File: config.mk
export PLATFORM = sky130hd
export DESIGN_NAME = leaf_run_loader
export DESIGN_NICKNAME = d
export VERILOG_FILES = /design/src/rtl/leaf_loader_pkg.sv /design/src/rtl/beat_serializer.sv /design/src/rtl/leaf_run_loader.sv
export SDC_FILE = /design/constraint.sdc
export NUM_CORES = 1
export LEC_CHECK = 0
export BUFFER_PORTS_ARGS = -buffer_cell sky130_fd_sc_hd__buf_4
export CAP_MARGIN = 15
export CORE_AREA = 2 2 223 225
export CTS_BUF_LIST = sky130_fd_sc_hd__clkbuf_16
export CTS_CLUSTER_DIAMETER = 150
export CTS_CLUSTER_SIZE = 8
export DETAILED_ROUTE_END_ITERATION = 10
export DIE_AREA = 0 0 225 227
export HOLD_SLACK_MARGIN = 0.15
export PLACE_DENSITY = 0.72
export SLEW_MARGIN = 20
export SYNTH_ARGS = -nofsm -noshare
export SYNTH_HDL_FRONTEND = slang
export SYNTH_HIERARCHICAL = 1
export SYNTH_SLANG_ARGS = --single-unit
File: constraint.sdc
create_clock -name i_clk -period 3.91 [get_ports i_clk]
set_clock_uncertainty 0.1 [all_clocks]
set_input_delay 0.5865 -clock i_clk [delete_from_list [all_inputs] [get_ports i_clk]]
set_output_delay 0.5865 -clock i_clk [all_outputs]
set_load 0.005 [all_outputs]
File: src/rtl/leaf_loader_pkg.sv
// Shared types and constants for the leaf-FIFO run loader.
package leaf_loader_pkg;

  localparam int REC_W = 32;
  localparam logic [REC_W-1:0] TERMINATOR = 32'h0;

  typedef enum logic [1:0] {
    IDLE,
    LOAD,
    TERM
  } state_e;

endpackage

File: src/rtl/beat_serializer.sv
// W-lane beat buffer: loads a whole beat, then hands out lanes in order,
// lane 0 first, one per pop.
module beat_serializer
  import leaf_loader_pkg::*;
#(
  parameter int W     = 8,
  parameter int CNT_W = $clog2(W) + 1
) (
  input  logic               clk_i,
  input  logic               rst_ni,
  input  logic               load_i,
  input  logic [REC_W*W-1:0] data_i,
  input  logic               pop_i,
  input  logic               clear_i,
  output logic [CNT_W-1:0]   cnt_o,
  output logic [REC_W-1:0]   rec_o
);

  logic [REC_W*W-1:0] buf_q, buf_d;
  logic [CNT_W-1:0]   cnt_q, cnt_d;
  logic [CNT_W-1:0]   laneIdx;

  always_ff @(posedge clk_i or negedge rst_ni) begin
    if (!rst_ni) begin
      buf_q <= '0;
      cnt_q <= '0;
    end else begin
      buf_q <= buf_d;
      cnt_q <= cnt_d;
    end
  end

  // Clear wins over load so a finished job never keeps stale lanes.
  always_comb begin
    buf_d = buf_q;
    cnt_d = cnt_q;
    if (clear_i) begin
      cnt_d = '0;
    end else if (load_i) begin
      buf_d = data_i;
      cnt_d = CNT_W'(W);
    end else if (pop_i && (cnt_q != '0)) begin
      cnt_d = cnt_q - CNT_W'(1);
    end
  end

  // The next lane to hand out is W-cnt; an empty buffer selects nothing.
  always_comb begin
    laneIdx = CNT_W'(W) - cnt_q;
    rec_o   = '0;
    for (int i = 0; i < W; i++) begin
      if (laneIdx == CNT_W'(i)) begin
        rec_o = buf_q[i*REC_W +: REC_W];
      end
    end
  end

  assign cnt_o = cnt_q;

endmodule

File: src/rtl/leaf_run_loader.sv
// Serializes wide record beats into N_LEAF leaf FIFOs, one zero-terminated run per leaf.
// Optional stall counter output enabled by defining LEAF_LOADER_STALL_CNT_EN.
module leaf_run_loader
  import leaf_loader_pkg::*;
#(
  parameter int N_LEAF = 128,
  parameter int W      = 8,
  parameter int LEN_W  = 16
) (
  input  logic               i_clk,
  input  logic               i_rst_n,
  input  logic               i_start,
  input  logic [LEN_W-1:0]   i_run_len,
  input  logic [REC_W*W-1:0] i_data,
  input  logic               i_valid,
  output logic               o_ready,
  input  logic [N_LEAF-1:0]  i_leaf_full,
  output logic [REC_W-1:0]   o_leaf_data,
  output logic [N_LEAF-1:0]  o_leaf_write,
  output logic               o_busy,
  output logic               o_done
`ifdef LEAF_LOADER_STALL_CNT_EN
  ,
  output logic [31:0]        o_stall_cycles
`endif
);

  localparam int LEAF_W = $clog2(N_LEAF);
  localparam int CNT_W  = $clog2(W) + 1;

  state_e            state_q, state_d;
  logic [LEAF_W-1:0] leaf_q, leaf_d;
  logic [LEN_W-1:0]  rec_q, rec_d;
  logic [LEN_W-1:0]  runLen_q, runLen_d;
  logic              done_q, done_d;

  logic [CNT_W-1:0]  serCnt;
  logic [REC_W-1:0]  serRec;
  logic              serLoad, serPop, serClear;
  logic              wrEn;
  logic [REC_W-1:0]  wrData;
  logic              stall;
  logic              leafFull, lastLeaf, bufEmpty, startOk;

  beat_serializer #(.W(W), .CNT_W(CNT_W)) u_ser (
    .clk_i   (i_clk),
    .rst_ni  (i_rst_n),
    .load_i  (serLoad),
    .data_i  (i_data),
    .pop_i   (serPop),
    .clear_i (serClear),
    .cnt_o   (serCnt),
    .rec_o   (serRec)
  );

  assign leafFull = i_leaf_full[leaf_q];
  assign lastLeaf = (leaf_q == LEAF_W'(N_LEAF - 1));
  assign bufEmpty = (serCnt == '0);
  // A start landing on the done pulse is dropped along with starts while busy.
  assign startOk  = (state_q == IDLE) && i_start && !done_q;

  always_ff @(posedge i_clk or negedge i_rst_n) begin
    if (!i_rst_n) begin
      state_q  <= IDLE;
      leaf_q   <= '0;
      rec_q    <= '0;
      runLen_q <= '0;
      done_q   <= 1'b0;
    end else begin
      state_q  <= state_d;
      leaf_q   <= leaf_d;
      rec_q    <= rec_d;
      runLen_q <= runLen_d;
      done_q   <= done_d;
    end
  end

  always_comb begin
    state_d  = state_q;
    leaf_d   = leaf_q;
    rec_d    = rec_q;
    runLen_d = runLen_q;
    done_d   = 1'b0;
    serLoad  = 1'b0;
    serPop   = 1'b0;
    serClear = 1'b0;
    wrEn     = 1'b0;
    wrData   = TERMINATOR;
    o_ready  = 1'b0;
    stall    = 1'b0;
    case (state_q)
      IDLE: begin
        if (startOk) begin
          state_d  = LOAD;
          runLen_d = (i_run_len == '0) ? LEN_W'(1) : i_run_len;
          leaf_d   = '0;
          rec_d    = '0;
          serClear = 1'b1;
        end
      end
      LOAD: begin
        if (bufEmpty) begin
          o_ready = 1'b1;
          serLoad = i_valid;
        end else if (!leafFull) begin
          wrEn   = 1'b1;
          wrData = serRec;
          serPop = 1'b1;
          rec_d  = rec_q + LEN_W'(1);
          if (rec_q == runLen_q - LEN_W'(1)) begin
            state_d = TERM;
          end
        end else begin
          stall = 1'b1;
        end
      end
      TERM: begin
        // Prefetch the next leaf's beat during the terminator; the last leaf needs none.
        if (bufEmpty && !lastLeaf) begin
          o_ready = 1'b1;
          serLoad = i_valid;
        end
        if (!leafFull) begin
          wrEn  = 1'b1;
          rec_d = '0;
          if (lastLeaf) begin
            state_d  = IDLE;
            done_d   = 1'b1;
            serClear = 1'b1;
          end else begin
            leaf_d  = leaf_q + LEAF_W'(1);
            state_d = LOAD;
          end
        end else begin
          stall = 1'b1;
        end
      end
      default: state_d = IDLE;
    endcase
  end

  assign o_leaf_write = wrEn ? (N_LEAF'(1) << leaf_q) : '0;
  assign o_leaf_data  = wrEn ? wrData : '0;
  assign o_busy       = (state_q != IDLE);
  assign o_done       = done_q;

`ifdef LEAF_LOADER_STALL_CNT_EN
  logic [31:0] stallCnt_q, stallCnt_d;

  always_ff @(posedge i_clk or negedge i_rst_n) begin
    if (!i_rst_n) begin
      stallCnt_q <= '0;
    end else begin
      stallCnt_q <= stallCnt_d;
    end
  end

  always_comb begin
    stallCnt_d = stallCnt_q;
    if (startOk) begin
      stallCnt_d = '0;
    end else if (stall && (stallCnt_q != '1)) begin
      stallCnt_d = stallCnt_q + 32'd1;
    end
  end

  assign o_stall_cycles = stallCnt_q;
`endif

endmodule

==> run metrics, run 1 <==
RSZ-0062 raised after global routing yes; commonest non-fill, non-tap cells in the layout 616 x buf_4, 300 x dfrtp_1, 251 x nand2_1, 213 x mux2_2, 181 x dlygate4sd3_1; peak supply drop around 0.52 mV; #FFs+latches synth 302; Yosys warnings 6; status finished with violations; Row Count 81; crit path kind register to primary output; TritonCTS clock tree yes; DRT Wirelength 69,800 um; HPWL Detailed 48,400 um; Final Cycle Share 114%; io pins 567; First-pass DRT Iterations 5; Critical Path Source Type register; multi-input combinational cell area 0.00915 mm2; P_leak 11.7 nW; Critical Path AT 3760 ps; CP cell instances buf_12 > buf_4 > mux4_2 > nand2_1 > a2111oi_4 > nor4_4 > o31ai_2 > and2_4 > buf_6 > nor4b_4 > buf_6 > nand2_2 > nor2_1 > buf_4; fraction of layout cells with a size suffix above 1 41.8%; commonest non-fill, non-tap cell in the layout buf_4; Clock power frac 19.3%; Tmin final 4450 ps; Tot GR Track Use 26.7%; switching share of total power 38.5%; Slew Limit Headroom 42.7%; Core Util, Final a little over half; via total after detailed routing about 17k; Max Slew Vio Count 0; Final ANT Viol Nets 0; hold path depth 3; NumNets Final 2,930; Comb pwr share between 40% and 50%; Reg clk slew, reported paths 60 ps; Port-buffer cells 566; first-pass GRT wire length 105,000 um; Hold Vio Cnt, Final 0; sequential share of power 33.8%; final setup vio count around 180; DR DRC count 0; EDFF count, synth 0; Avg WL per Cell 22.2 um; clk_lat worst skew 560 ps; crit-path max cell delay 600 ps; die height 227 um; highest clock rate 225 MHz; sequential area share after synthesis 44.0%; failing checks setup timing; crit end category primary output; critical path required time between 3000 and 4000 ps; DR iter-0 viols 1,138; total core area 0.0485 mm2; Cells after Synth 1,758; initial antenna violation count 7; Die Footprint 0.0511 mm2; setup TNS -75,000 ps; CP top delay family simple AND/OR/NAND/NOR gates; Synth Area per Inst 9.76 um2; area delta synth->final 52.0%; clock sinks 302; CTS root buffer clkbuf_16; Final Hold Slack 179 ps; HP Class primary input to register; total grt overflow 0; max_cap viols 0; WP depth 14; FF-to-FF path depth 20; Syn Nets 2,179; CTS Buf Count 43; Critical-path top delay cell mux4_2; net switching power ~0.0065 W; Main synth FF type dfrtp_1; Finished Layout Cells 3,135; maximum fanout along the worst path 10; Distinct cells, synth 72; P_int 0.0104 W; Slew @ Worst Pin 859 ps; Buf/Inv on CP 5; H-tree levels 2; DR vias/cell 5.45; Placed Cells 2,886; Post-Syn Area roughly 0.017 mm2; largest net degree at the start of global routing around 110; vias in the first global route 17.8k; Initial Utilization 35.3%; CTS max path bufs 3; GP Congestion about 1.0; ys async rst share 100%; Fill cells 4,127; Pwr Density 649 mW/mm2; storage element area 0.00756 mm2; final setup margin -537 ps; die extent in x 225 um
==> synthesized netlist by cell type (2+ instances only) <==
cell | instances | area (um2)
nand3_1 | 86 | 430
nand3b_1 | 2 | 15.0
buf_1 | 8 | 30.0
mux2i_1 | 6 | 60.1
dfrtp_1 | 302 | 7560
o21ai_0 | 75 | 375
buf_6 | 3 | 33.8
a221o_1 | 32 | 320
and2_1 | 35 | 219
nand2b_1 | 37 | 231
and3_1 | 11 | 68.8
a211oi_1 | 3 | 22.5
inv_1 | 80 | 300
or4_1 | 4 | 30.0
buf_4 | 3 | 22.5
mux2_2 | 214 | 2410
or4b_2 | 10 | 100
xnor2_1 | 16 | 140
nand2_1 | 263 | 987
ha_1 | 17 | 213
a22oi_1 | 64 | 480
o22ai_1 | 34 | 213
a2111oi_0 | 4 | 35.0
o31ai_1 | 3 | 22.5
nor2_1 | 160 | 601
nor3_1 | 12 | 60.1
a221oi_1 | 33 | 289
or4b_1 | 3 | 30.0
nor3b_1 | 2 | 15.0
o32ai_1 | 2 | 17.5
xor2_1 | 8 | 70.1
buf_2 | 36 | 180
a21oi_1 | 14 | 70.1
nor2b_1 | 8 | 50.1
a21boi_0 | 2 | 15.0
nand4_1 | 4 | 25.0
clkbuf_1 | 86 | 323
and4_1 | 2 | 17.5
mux4_2 | 30 | 676
nor4_1 | 12 | 75.1
==> logic make-up (layout without fill, tap and decap cells) <==
| kind of cell | Yosys count | after routing | share of synthesized area, % |
|---|---|---|---|
| adder cells (fa/ha/maj) | 17 | 17 | 1.24 |
| XOR/XNOR | 24 | 24 | 1.23 |
| other | 0 | 2 | 0 |
| multiplexers | 250 | 250 | 18.3 |
| buffers and inverters | 217 | 968 | 5.21 |
| flip-flops | 302 | 302 | 44.0 |
| AO/OA/AOI/OAI | 286 | 286 | 12.1 |
| AND/OR/NAND/NOR | 662 | 664 | 17.9 |
==> tightest hold or removal path, cell delays in order <==
cell and delay (ps):
buf_4 80, nand2_1 40, o21ai_0 70
==> timing repair <==
action / in CTS / in global routing
hold endpoints to repair: 258 / 0
gates cloned: 3 / 1
hold buffers: 181 / 0
buffers inserted: 14 / 2
resized for setup: 97 / 33
setup endpoints to repair: 160 / 371
pin swaps: 23 / 3
==> path summary, 6_finish.rpt <==
| path | slack, ps | start | endpoint |
|---|---|---|---|
| setup reg to reg | -480 | leaf_q[0]$_DFFE_PN0P_ | rec_q[10]$_DFFE_PN0P_ |
| min in group asynchronous | 540 | i_rst_n | u_ser/buf_q[252]$_DFFE_PN0P_ |
| setup / recovery | -540 | leaf_q[0]$_DFFE_PN0P_ | o_leaf_write[17] |
| max in group asynchronous | 2150 | i_rst_n | u_ser/buf_q[0]$_DFFE_PN0P_ |
| hold reg to reg | 400 | u_ser/buf_q[66]$_DFFE_PN0P_ | u_ser/buf_q[66]$_DFFE_PN0P_ |
| hold / removal | 180 | i_data[157] | u_ser/buf_q[157]$_DFFE_PN0P_ |
==> final cells by class <==
class	instances	share of cell area, %
clock inverters	4	0.139
multi-input cells	1241	35.1
repair buffers	840	27.5
clock buffers	43	4.13
flip-flops and latches	302	29.0
diodes	2	0.0192
well taps	622	2.98
inverters	81	1.17
==> power groups by stage <==
stage	logic [W]	clock network, W	registers, W
after CTS	0.00777	0.00336	0.00566
after global routing	0.00863	0.00350	0.00590
after detailed placement	0.00747	0	0.00570
final	0.00793	0.00328	0.00572
after global placement	0.00726	0	0.00560
after floorplan	0.00536	0	0.00528
==> metrics by stage <==
step / total power (W) / setup WS (ps) / area (um2)
after global routing: 0.0180 / -661 / 26100
after CTS: 0.0168 / -460 / 25900
after global placement: 0.0129 / -367 / 22500
after detailed placement: 0.0132 / -295 / 22500
final: 0.0169 / -537 / 26100
after floorplan: 0.0106 / 242 / 17200
==> flip-flops by register name (all words and copies together), names as in the netlist <==
register / count
leaf_q: 7
o_done: 1
rec_q: 16
runLen_q: 16
state_q: 2
u_ser/buf_q: 256
u_ser/cnt_o: 4
==> per-layer routing <==
layer | vias up | GRT usage [%] | wire, um
met4 | 8 | 8.84 | 2010
li1 | 7693 | - | -
met1 | 8492 | 33.8 | 28800
met2 | 742 | 45.8 | 34400
met3 | 141 | 5.25 | 4440
met5 | - | 0 | 54
Note: power is estimated with default switching activity, not from simulation.
==> run 2: changes to the inputs <==
- CAP_MARGIN: 15 -> 20
- PLACE_DENSITY: 0.72 -> not set
- PLACE_DENSITY_LB_ADDON: not set -> 0.3
- REMOVE_ABC_BUFFERS: not set -> 1
==> run metrics, run 2 (synthesis results as in run 1) <==
via total after detailed routing 16.6k (was 17.1k); critical path required time 3220 ps (about the same); post-placement cell area 0.0226 mm2 (was 0.0225 mm2); final setup margin -468 ps (was -537 ps); Final Cycle Share 112% (was 114%); Critical Path Source Type register (unchanged); NumNets Final 2,812 (was 2,930); CTS max path bufs 3 (unchanged); failing checks setup timing (unchanged); H-tree levels 2 (unchanged); CTS Buf Count 43 (unchanged); die height 227 um (unchanged); die extent in x 225 um (unchanged); final setup vio count 174 (was 175); RSZ-0062 raised after global routing yes (unchanged); peak supply drop 0.491 mV (was 0.516 mV); maximum fanout along the worst path 8 (was 10); initial antenna violation count 2 (was 7); Regs by FF count u_ser/buf_q: 256 flops, rec_q: 16 flops, runLen_q: 16 flops (unchanged); highest clock rate 228 MHz (was 225 MHz); Hold Vio Cnt, Final 0 (unchanged); CTS root buffer clkbuf_16 (unchanged); vias in the first global route 16.6k (was 17.8k); DR iter-0 viols 1,254 (was 1,138); Final ANT Viol Nets 0 (unchanged); crit end category primary output (unchanged); Port-buffer cells 566 (unchanged); Tot GR Track Use 25.2% (was 26.7%); TritonCTS clock tree yes (unchanged); Critical Path AT 3690 ps (was 3760 ps); total grt overflow 0 (unchanged); largest net degree at the start of global routing 105 (unchanged); Row Count 81 (unchanged); Final Hold Slack 173 ps (was 179 ps); Critical Path Start leaf_q[0]$_DFFE_PN0P_ (unchanged); clock sinks 302 (unchanged); Pwr Density 647 mW/mm2 (was 649 mW/mm2); DR DRC count 0 (unchanged); Initial Utilization 35.3% (unchanged); Hold Startpoint i_data[168] (was i_data[157]); HPWL Detailed 47,600 um (was 48,400 um); First-pass DRT Iterations 7 (was 5); most flop-heavy register u_ser/buf_q (unchanged); Reg clk slew, reported paths 50 ps (was 60 ps); max_cap viols 0 (unchanged); io pins 567 (unchanged); Avg WL per Cell 22.5 um (was 22.2 um); commonest non-fill, non-tap cells in the layout 575 x buf_4, 300 x dfrtp_1, 251 x nand2_1, 213 x mux2_2, 85 x nand3_1 (was 616 x buf_4, 300 x dfrtp_1, 251 x nand2_1, 213 x mux2_2, 181 x dlygate4sd3_1); first-pass GRT wire length 98,700 um (was 105,000 um); Die Footprint 0.0511 mm2 (unchanged); Max Slew Vio Count 0 (unchanged); crit path kind register to primary output (unchanged); commonest non-fill, non-tap cell in the layout buf_4 (unchanged); DR vias/cell 5.49 (was 5.45); P_leak 11.3 nW (was 11.7 nW); HP Class primary input to register (unchanged); Slew @ Worst Pin 994 ps (was 859 ps); FF-to-FF Start leaf_q[0]$_DFFE_PN0P_ (unchanged); max FFs per register 256 (unchanged); design area 0.0257 mm2 (was 0.0261 mm2); fraction of layout cells with a size suffix above 1 48.4% (was 41.8%); GP Congestion 0.969 (was 0.996); DRT Wirelength 67,900 um (was 69,800 um); clk_lat worst skew 530 ps (was 560 ps); worst slack at placement -295 ps (about the same); Slew Limit Headroom 33.6% (was 42.7%); total core area 0.0485 mm2 (unchanged); Tmin final 4380 ps (was 4450 ps); area delta synth->final 49.8% (was 52.0%); status finished with violations (unchanged)
[run 2: path summary, 6_finish.rpt]
path                       slack [ps]  cells after the start                      endpoint
max                              -470                     15              o_leaf_write[39]
min                               170                      3  u_ser/buf_q[168]$_DFFE_PN0P_
max reg2reg                      -410                     20         rec_q[10]$_DFFE_PN0P_
min reg2reg                       400                      1   u_ser/buf_q[86]$_DFFE_PN0P_
max in group asynchronous        2130                      3    u_ser/buf_q[5]$_DFFE_PN0P_
min in group asynchronous         620                      2   u_ser/buf_q[87]$_DFFE_PN0P_
[run 2: power breakdown]
part | leakage, nW | internal [W] | switching (W)
combinational | 7.10 | 0.00376 | 0.00392
sequential | 3.66 | 0.00468 | 0.000962
clock | 0.561 | 0.00197 | 0.00132
[run 2: layer usage]
| layer | vias to the layer above | global-route usage, % | share of wire (%) |
|---|---|---|---|
| met5 | - | 0 | 0 |
| li1 | 7496 | - | - |
| met3 | 117 | 4.19 | 6.9 |
| met1 | 8347 | 36.1 | 44 |
| met4 | 0 | 7.86 | 2.6 |
| met2 | 621 | 39.0 | 46 |
[run 2: critical path, stage by stage (launching register included)]
cell and delay [ps]:
dfrtp_2 420, buf_12 130, buf_4 100, mux4_2 490
and2_4 170, a2111oi_2 370, buf_4 170, o31ai_1 80
and2_4 180, nor4b_4 230, buf_6 200, buf_12 120
nand2_8 70, buf_12 200, nor2_4 100, buf_6 120
[run 2: per-stage QoR]
stage           TNS, ps  power [W]  std cells  util [%]
2_1_floorplan  -3218570     0.0106       1622         -
3_3_place_gp      -1190     0.0128       2897      46.6
3_5_place_dp      -4320     0.0131       2897      46.6
4_1_cts          -58840     0.0166       3008      51.6
5_1_grt          -94090     0.0178       3017      52.9
6_report         -67860     0.0166       3018      52.9
[run 2: layout make-up]
| type | count | area (um2) |
|---|---|---|
| multi-input combinational | 1240 | 9600 |
| clock buffer | 44 | 1100 |
| sequential | 302 | 7560 |
| tap | 622 | 778 |
| timing repair buffer | 723 | 6320 |
| inverter | 81 | 304 |
| antenna | 2 | 5.00 |
| clock inverter | 4 | 32.5 |
| fill | 4285 | 22800 |
[run 2: timing repair]
action,in CTS,in global routing
gates cloned,5,4
hold buffers,38,0
buffers inserted,20,5
hold endpoints to repair,133,0
gates resized for setup,164,156
setup endpoints to repair,160,350
pin swaps,19,16
